### src/rtl/ddr_to_rgb_pkg.sv
// Shared MCB definitions for the DDR frame-buffer reader and writer:
// MCB command instruction codes and the depth of the MCB user-port FIFOs.
package ddr_to_rgb_pkg;

    localparam logic [2:0] MCB_INSTR_WRITE                = 3'b000;
    localparam logic [2:0] MCB_INSTR_READ                 = 3'b001;
    localparam logic [2:0] MCB_INSTR_WRITE_AUTO_PRECHARGE = 3'b010;
    localparam logic [2:0] MCB_INSTR_READ_AUTO_PRECHARGE  = 3'b011;

    localparam int MCB_FIFO_DEPTH = 64;

endpackage

### src/rtl/axis_out_reg.sv
// One-entry AXI4-Stream output register. A load captures a new beat;
// the beat is held unchanged until the sink accepts it.
module axis_out_reg #(
    parameter int WIDTH = 24
) (
    input  logic             clk,
    input  logic             rst_n,
    input  logic             load,
    input  logic [WIDTH-1:0] din,
    input  logic             user_in,
    input  logic             last_in,
    input  logic             tready,
    output logic [WIDTH-1:0] tdata,
    output logic             tvalid,
    output logic             tuser,
    output logic             tlast
);

    // Valid rises on a load and falls only after a handshake with no new load
    always_ff @(posedge clk or negedge rst_n) begin
        if (!rst_n) begin
            tvalid <= 1'b0;
        end else if (load) begin
            tvalid <= 1'b1;
        end else if (tready) begin
            tvalid <= 1'b0;
        end
    end

    // Payload changes only on a load, so it stays stable while stalled
    always_ff @(posedge clk or negedge rst_n) begin
        if (!rst_n) begin
            tdata <= '0;
            tuser <= 1'b0;
            tlast <= 1'b0;
        end else if (load) begin
            tdata <= din;
            tuser <= user_in;
            tlast <= last_in;
        end
    end

endmodule

### src/rtl/ddr_to_rgb.sv
// DDR frame reader: issues fixed-length READ bursts on MCB port 1, walking the
// stored frame from the base address and wrapping at frame end, and streams
// the returned words out as AXI4-Stream pixels with SOF on tuser, EOF on tlast.
module ddr_to_rgb import ddr_to_rgb_pkg::*; #(
    parameter int RGB_WIDTH       = 24,
    parameter int BURST_LEN       = 64,
    parameter int FRAME_WORDS     = 307200,
    parameter int FRAME_BASE_ADDR = 0
) (
    input  logic                 clk,
    input  logic                 rst_n,
    input  logic                 c3_calib_done,
    output logic                 c3_p1_cmd_en,
    output logic [2:0]           c3_p1_cmd_instr,
    output logic [5:0]           c3_p1_cmd_bl,
    output logic [29:0]          c3_p1_cmd_byte_addr,
    input  logic                 c3_p1_cmd_empty,
    input  logic                 c3_p1_cmd_full,
    output logic                 c3_p1_rd_en,
    input  logic [31:0]          c3_p1_rd_data,
    input  logic                 c3_p1_rd_empty,
    input  logic                 c3_p1_rd_full,
    input  logic [6:0]           c3_p1_rd_count,
    input  logic                 c3_p1_rd_overflow,
    input  logic                 c3_p1_rd_error,
    output logic [RGB_WIDTH-1:0] m_axis_tdata,
    output logic                 m_axis_tvalid,
    input  logic                 m_axis_tready,
    output logic                 m_axis_tuser,
    output logic                 m_axis_tlast,
    output logic [7:0]           led
);

    localparam int PIX_W = (FRAME_WORDS > 1) ? $clog2(FRAME_WORDS) : 1;
    localparam int WL_W  = $clog2(MCB_FIFO_DEPTH) + 1;

    localparam logic [PIX_W-1:0] LAST_PIX    = PIX_W'(FRAME_WORDS - 1);
    localparam logic [29:0]      BASE_ADDR   = 30'(FRAME_BASE_ADDR);
    localparam logic [29:0]      BURST_BYTES = 30'(BURST_LEN * 4);
    localparam logic [WL_W-1:0]  BURST_WORDS = WL_W'(BURST_LEN);
    localparam logic [5:0]       CMD_BL      = 6'(BURST_LEN - 1);

    typedef enum logic [1:0] {
        ST_FLUSH,
        ST_WAIT_CALIB,
        ST_CMD,
        ST_STREAM
    } state_t;

    state_t            state;
    state_t            state_nxt;
    logic [29:0]       addr;
    logic [WL_W-1:0]   words_left;
    logic [PIX_W-1:0]  pixel_idx;
    logic [5:0]        frame_count;
    logic              err_sticky;
    logic              calib_q;
    logic              cmd_go;
    logic              load;
    logic              flush_pop;
    logic              unused_inputs;

    assign unused_inputs = &{1'b0, c3_p1_rd_full, c3_p1_rd_data};

    // State register
    always_ff @(posedge clk or negedge rst_n) begin
        if (!rst_n) begin
            state <= ST_FLUSH;
        end else begin
            state <= state_nxt;
        end
    end

    // Next state: flush stale data, wait for calibration, then alternate command / stream
    always_comb begin
        state_nxt = state;
        case (state)
            ST_FLUSH:      if (c3_p1_rd_empty && c3_p1_cmd_empty) state_nxt = ST_WAIT_CALIB;
            ST_WAIT_CALIB: if (c3_calib_done) state_nxt = ST_CMD;
            ST_CMD:        if (cmd_go) state_nxt = ST_STREAM;
            ST_STREAM:     if (words_left == '0) state_nxt = ST_CMD;
            default:       state_nxt = ST_FLUSH;
        endcase
    end

    // State outputs: command issue only with an empty read FIFO keeps one burst in flight
    always_comb begin
        cmd_go    = 1'b0;
        load      = 1'b0;
        flush_pop = 1'b0;
        case (state)
            ST_FLUSH:  flush_pop = !c3_p1_rd_empty;
            ST_CMD:    cmd_go    = !c3_p1_cmd_full && (c3_p1_rd_count == 7'd0);
            ST_STREAM: load      = !c3_p1_rd_empty && (words_left != '0) &&
                                   (!m_axis_tvalid || m_axis_tready);
            default:   ;
        endcase
    end

    assign c3_p1_rd_en         = rst_n && (flush_pop || load);
    assign c3_p1_cmd_en        = cmd_go;
    assign c3_p1_cmd_instr     = cmd_go ? MCB_INSTR_READ : 3'b000;
    assign c3_p1_cmd_bl        = cmd_go ? CMD_BL : 6'd0;
    assign c3_p1_cmd_byte_addr = cmd_go ? addr : 30'd0;

    // Burst bookkeeping: beats remaining, pixel position, address advance and frame wrap
    always_ff @(posedge clk or negedge rst_n) begin
        if (!rst_n) begin
            addr        <= BASE_ADDR;
            words_left  <= '0;
            pixel_idx   <= '0;
            frame_count <= '0;
        end else begin
            if (cmd_go) begin
                words_left <= BURST_WORDS;
            end else if (load) begin
                words_left <= words_left - 1'b1;
            end
            if (load) begin
                pixel_idx <= (pixel_idx == LAST_PIX) ? '0 : pixel_idx + 1'b1;
            end
            if (state == ST_STREAM && words_left == '0) begin
                if (pixel_idx == '0) begin
                    addr        <= BASE_ADDR;
                    frame_count <= frame_count + 1'b1;
                end else begin
                    addr <= addr + BURST_BYTES;
                end
            end
        end
    end

    // Sticky MCB error flag and registered calibration status for the LEDs
    always_ff @(posedge clk or negedge rst_n) begin
        if (!rst_n) begin
            err_sticky <= 1'b0;
            calib_q    <= 1'b0;
        end else begin
            calib_q <= c3_calib_done;
            if (c3_p1_rd_overflow || c3_p1_rd_error) begin
                err_sticky <= 1'b1;
            end
        end
    end

    assign led = {frame_count, err_sticky, calib_q};

    axis_out_reg #(
        .WIDTH (RGB_WIDTH)
    ) u_out_reg (
        .clk     (clk),
        .rst_n   (rst_n),
        .load    (load),
        .din     (c3_p1_rd_data[RGB_WIDTH-1:0]),
        .user_in (pixel_idx == '0),
        .last_in (pixel_idx == LAST_PIX),
        .tready  (m_axis_tready),
        .tdata   (m_axis_tdata),
        .tvalid  (m_axis_tvalid),
        .tuser   (m_axis_tuser),
        .tlast   (m_axis_tlast)
    );

endmodule

### config.mk
export PLATFORM = sky130hd
export DESIGN_NAME = ddr_to_rgb
export DESIGN_NICKNAME = d
export VERILOG_FILES = /design/src/rtl/ddr_to_rgb_pkg.sv /design/src/rtl/axis_out_reg.sv /design/src/rtl/ddr_to_rgb.sv
export SDC_FILE = /design/constraint.sdc
export NUM_CORES = 1
export LEC_CHECK = 0
export CAP_MARGIN = 20
export CORE_ASPECT_RATIO = 0.7
export CORE_MARGIN = 1
export CORE_UTILIZATION = 52
export CTS_CLUSTER_DIAMETER = 60
export DETAILED_ROUTE_END_ITERATION = 7
export GPL_ROUTABILITY_DRIVEN = 1
export PLACE_DENSITY = 0.88
export SLEW_MARGIN = 40
export SYNTH_ARGS = -nofsm -noshare
export SYNTH_HDL_FRONTEND = slang
export SYNTH_SLANG_ARGS = --single-unit
### constraint.sdc
create_clock -name clk -period 5.4 [get_ports clk]
set_input_delay 1.62 -clock clk [delete_from_list [all_inputs] [get_ports clk]]
set_output_delay 1.62 -clock clk [all_outputs]
set_load 0.01 [all_outputs]
### Yosys cells after proc, flatten, opt, wreduce, memory -nomap -nowiden

Index checks and enable logic that the tools add are counted.

* register bits after elaboration: 93
* input port bits: 49
* output and inout bits: 76
* logic and storage cells: 61

* $add $sub $neg: 4
* eq/ne operators: 8
* muxes and demuxes: 17
* reductions and logical operators: 21

Operators by type and width (count)
* $mux W30: 2
* $add A30 B9 Y30 const B: 1
* $add A19 B1 Y19 const B: 1
* $eq A19 B19 Y1 const B: 1
* $logic_not A19 Y1: 1
* $mux W19: 1
* $logic_not A7 Y1: 2
* $mux W7: 2
* $mux W2: 4
* $pmux W2 S4: 1
* $reduce_bool A7 Y1: 1
* $sub A7 B1 Y7 const B: 1
* $add A6 B1 Y6 const B: 1
* $logic_and A1 B1 Y1: 6
* $mux W1: 6
* $mux W6: 1
* $ne A2 B2 Y1 const B: 3
* $eq A2 B2 Y1 const B: 2
* $reduce_and A4 Y1: 1
* $reduce_bool A2 Y1: 2
* $logic_not A1 Y1: 3
* $logic_or A1 B1 Y1: 3
* $eq A2 B1 Y1 const B: 1
* $logic_not A2 Y1: 1
* other kinds (2): 2

### Logic depth before layout (Yosys ltp)

* depth after elaboration: 6
* gate-level depth with buffers: 8

### Modules after synthesis

From an unflattened synthesis, not the netlist that was laid out.

* cells, all modules: 415
* area total of the unflattened synthesis: 4423.0 µm²

By module, submodules not included
* ddr_to_rgb: instances 1, cells each 357, area each 3320.7 µm²
* axis_out_reg: instances 1, cells each 58, area each 1102.3 µm²

### Worst setup path before layout

OpenSTA, ideal clock, no wires.

* path kind: input to output
* from: in c3_p1_rd_count[1]
* to: out c3_p1_cmd_byte_addr[24]
* arrival: 2.978 ns
* required time: 3.780 ns
* slack: 0.802 ns
* stages on the path: 5
* buffers on the path: 1
* path through: nor4_1 -> nand3_1 -> inv_1 -> clkbuf_1 -> and2_1

* longest elaborated chain between the ends: 4

Ends and longest elaborated chain
* from (decl): line ddr_to_rgb.sv:23 `input logic [6:0] c3_p1_rd_count,`
* $logic_not A7 Y1: line ddr_to_rgb.sv:93 `ST_CMD: cmd_go = !c3_p1_cmd_full && (c3_p1_rd_count == 7'd0);`
* $logic_and A1 B1 Y1: line ddr_to_rgb.sv:93
* $mux W1: line ddr_to_rgb.sv:91 `case (state)`
* named net c3_p1_cmd_en: line ddr_to_rgb.sv:13 `output logic c3_p1_cmd_en,`
* $mux W30: line ddr_to_rgb.sv:104 `assign c3_p1_cmd_byte_addr = cmd_go ? addr : 30'd0;`
* to (decl): line ddr_to_rgb.sv:16 `output logic [29:0] c3_p1_cmd_byte_addr,`

The timed path passes the listed nets, and every way through them passes these cells.

### Final worst setup path

* from: in c3_p1_rd_count[5]
* to: out c3_p1_cmd_byte_addr[8]

* longest elaborated chain between the ends: 4

Ends and longest elaborated chain (line)
* $logic_not A7 Y1: ddr_to_rgb.sv:93
* $logic_and A1 B1 Y1: ddr_to_rgb.sv:93
* $mux W1: ddr_to_rgb.sv:91
* $mux W30: ddr_to_rgb.sv:104

Every way passes these cells.

==> results_dict.tcl <==
set metrics [dict create \
    synth_area_per_cell_um2 9.056 \
    crit_buf_inv 4 \
    numCtsBuffers 9 \
    synthSimpleGateAreaFrac_pct 28.77 \
    first_global_vias 3790 \
    crit_path_top_delay_cell "clkdlybuf4s50_1" \
    path_max_fanout 33 \
    drv_cap 0 \
    clock_skew_ns 0.01138 \
    synthMuxAreaShare_pct 0.5106 \
    setup-violations-final 0 \
    ys_seq_area_share_pct 48.23 \
    antenna_found_initial 0 \
    fill_cells 601 \
    ff2ff_path_depth 5 \
    failed_checks "DRC" \
    yosys_warnings 0 \
    dr.pass1.iters 8 \
    synth_area_um2 4410 \
    synth_edf_count 0 \
    fp-row-count 27 \
    synthCells 487 \
    max_slew_margin_pct 54.45 \
    wl_per_cell_um 16.28 \
    cts.root.buffer_cell "clkbuf_16" \
    synth_compound_area_share_pct 11.09 \
    hold_buffers 0 \
    synthFlopType "dfrtp_1" \
    start_util_pct 54.86 \
    max_stage_delay_ns 0.54 \
    area_growth_pct 31.29 \
    layout-drive-gt1-share_pct 5.345 \
    crit_chain "clkdlybuf4s50_1, nor4_1, nand3_1, inv_1, buf_12, and2_1, clkdlybuf4s50_1" \
    die_w_um 112.1 \
    period_minus_slack_ns 5.295 \
    r2r_end "pixel_idx[14]$_DFFE_PN0P_" \
    setup_slack_ns 0.1049 \
    dieArea_um2 8860 \
    p_leak_nw 2.490 \
    clk_pin_slew_ns 0.06 \
    hpwlAfterDp_um 7746 \
    antenna_cells 0 \
    grt_overflow_total 0 \
    ir_drop_mv 0.2790 \
    status "complete, but fails checks" \
    gp_congestion 0.8329 \
    crit_arrival_ns 3.68 \
    drt_iter0_markers 314 \
    ctsResizeCount 0 \
    fin_nets 630 \
    end_kind "output port" \
    drc_errors 5 \
    worst_slew_pin_slew_ns 0.6830 \
    die_height_um 79.06 \
    core-area_um2 8040 \
    async_flop_share_pct 100.0 \
    powerDensity_nw_per_um2 375.6 \
    grt_pass1_wl_um 18060 \
    synth_top_family_by_area "simple AND/OR/NAND/NOR gates" \
    cts_htree_levels 3 \
    vias 4022 \
    ios 125 \
    worst_path_most_repeated_cell "clkdlybuf4s50_1" \
    synth_xor_area_share_pct 2.979 \
    reg2reg_from "words_left[3]$_DFFE_PN0P_" \
    crit_type "in2out" \
    startpoint_type "input pin" \
    cts.sinks 85 \
    finalSetupTns_ns 0 \
    cts_setup_buffers 0 \
    synth_cell_types 46 \
    rsz0062_at_grt "no" \
    min-delay-start "frame_count[5]$_DFFE_PN0P_" \
    max_freq_mhz 188.9 \
    cts_tree "done" \
    final_hold_viol_count 0 \
    ys_seq_elements 85 \
    hold_depth 1 \
    final_antenna_net_count 0 \
    path_delay_family "buffers and inverters" \
    critical_path_cell_count 7 \
    required_ns 3.78 \
    synthAdderAreaFrac_pct 1.702 \
    dp_worst_setup_slack_ns 0.1153 \
    port_buffers 105 \
    min_path_type "reg2reg" \
    worst_hold_path.endpoint "frame_count[5]$_DFFE_PN0P_" \
    routed_wl_um 11090 \
    r2r_setup_slack_ns 2.71 \
    drv_slew 0 \
    clk_latency_ns 0.34 \
    final.period_utilization_pct 98.06 \
    cts_buffer_depth 2 \
    grt_max_degree 44 \
    vias_per_cell 5.906 \
    grtUsageTotal_pct 26.14 \
]
## layout make-up
class | count | area [µm²] | share of cell area (%)
flip-flops and latches | 85 | 2127 | 36.73
repair buffers | 112 | 1126 | 19.45
inverters | 13 | 48.80 | 0.8427
clock buffers | 9 | 225.2 | 3.889
well taps | 101 | 126.4 | 2.182
clock inverters | 7 | 78.83 | 1.361
multi-input cells | 354 | 2058 | 35.54
## cells in the mapped netlist (4+ instances only)
cell type	number	area share, %
dfrtp_1	85	48
a21oi_1	31	3.5
or4_1	18	3.1
xnor2_1	4	0.79
nor3_1	7	0.79
nor2_1	9	0.77
inv_1	13	1.1
nand2b_1	4	0.57
clkbuf_1	18	1.5
nor4_1	11	1.6
and2_1	22	3.1
buf_2	4	0.45
ha_1	6	1.7
nand3_1	19	2.2
nand2_1	99	8.4
or3_1	17	2.4
nand4_1	18	2.6
o21ai_0	17	1.9
buf_4	19	3.2
o31ai_1	15	2.6
xor2_1	11	2.2
and4_1	5	0.99
## cells in the final DEF (no fill, tap or decap), drive strengths merged, types with 4 or more instances in the layout
cell           synthesis  layout
and4                   5       5
o31ai                 15      15
or3                   17      17
o21ai                 17      17
nand4                 18      18
and2                  23      23
a21oi                 31      31
inv                   13      17
conb                   1      10
xnor2                  4       4
nand2b                 4       4
nor3                   7       7
dfrtp                 85      85
or4                   18      18
clkbuf                20       9
nor2                   9       9
nand2                 99      99
nor4                  13      13
nand3                 19      19
ha                     6       6
clkdlybuf4s50          0     104
xor2                  11      11
buf                   24       8
## where the power goes
part / internal (mW) / switching (mW)
sequential: 0.772 / 0.119
clock: 0.365 / 0.279
combinational: 0.299 / 0.340
total: 1.44 / 0.738
## cell families after synthesis
| family | after synthesis |
|---|---|
| and+or+nand+nor | 242 |
| DFF | 85 |
| AOI/OAI and AO/OA | 79 |
| buffers and inverters | 57 |
| xor gates and xnor gates | 15 |
| adders and majority gates | 6 |
| muxes | 2 |
| other | 1 |
## worst max-delay path by stage
stage,start,end,slack (ns)
2_1_floorplan,c3_p1_rd_count[1],c3_p1_cmd_byte_addr[24],0.80
3_3_place_gp,c3_p1_rd_count[1],c3_p1_cmd_byte_addr[8],0.26
3_5_place_dp,c3_p1_rd_count[5],c3_p1_cmd_byte_addr[8],0.12
4_1_cts,c3_p1_rd_count[5],c3_p1_cmd_byte_addr[8],0.11
5_1_grt,c3_p1_rd_count[4],c3_p1_cmd_byte_addr[8],0.003
6_report,c3_p1_rd_count[5],c3_p1_cmd_byte_addr[8],0.10
## flip-flops by register name, summed over array words and instances, names as in the netlist
signal,flops
words_left,7
state,2
calib_q,1
pixel_idx,19
u_out_reg.tuser,1
addr,22
u_out_reg.tvalid,1
err_sticky,1
frame_count,6
u_out_reg.tlast,1
u_out_reg.tdata,24
## through the flow
stage          cell area (µm²)  total power [mW]  std cells  hold slack [ns]  util (%)
6_report                  5791             2.175        681           0.4649     72.02
5_1_grt                   5791             2.291        681           0.4914     72.02
4_1_cts                   5773             2.168        681           0.4694     71.80
3_5_place_dp              5469             1.522        665           0.4567     68.02
3_3_place_gp              5449             1.485        664           0.4497     67.77
2_1_floorplan             4444             1.210        496           0.4341         -
## routing by layer
layer / global-route usage [%] / vias up / routed length, µm
li1: - / 1887 / -
met1: 33.45 / 1910 / 4735
met2: 41.93 / 209 / 5086
met3: 9.313 / 16 / 1115
met4: 8.000 / 0 / 147
met5: 0 / - / 0
No activity file was read; power rests on OpenSTA's default activity.
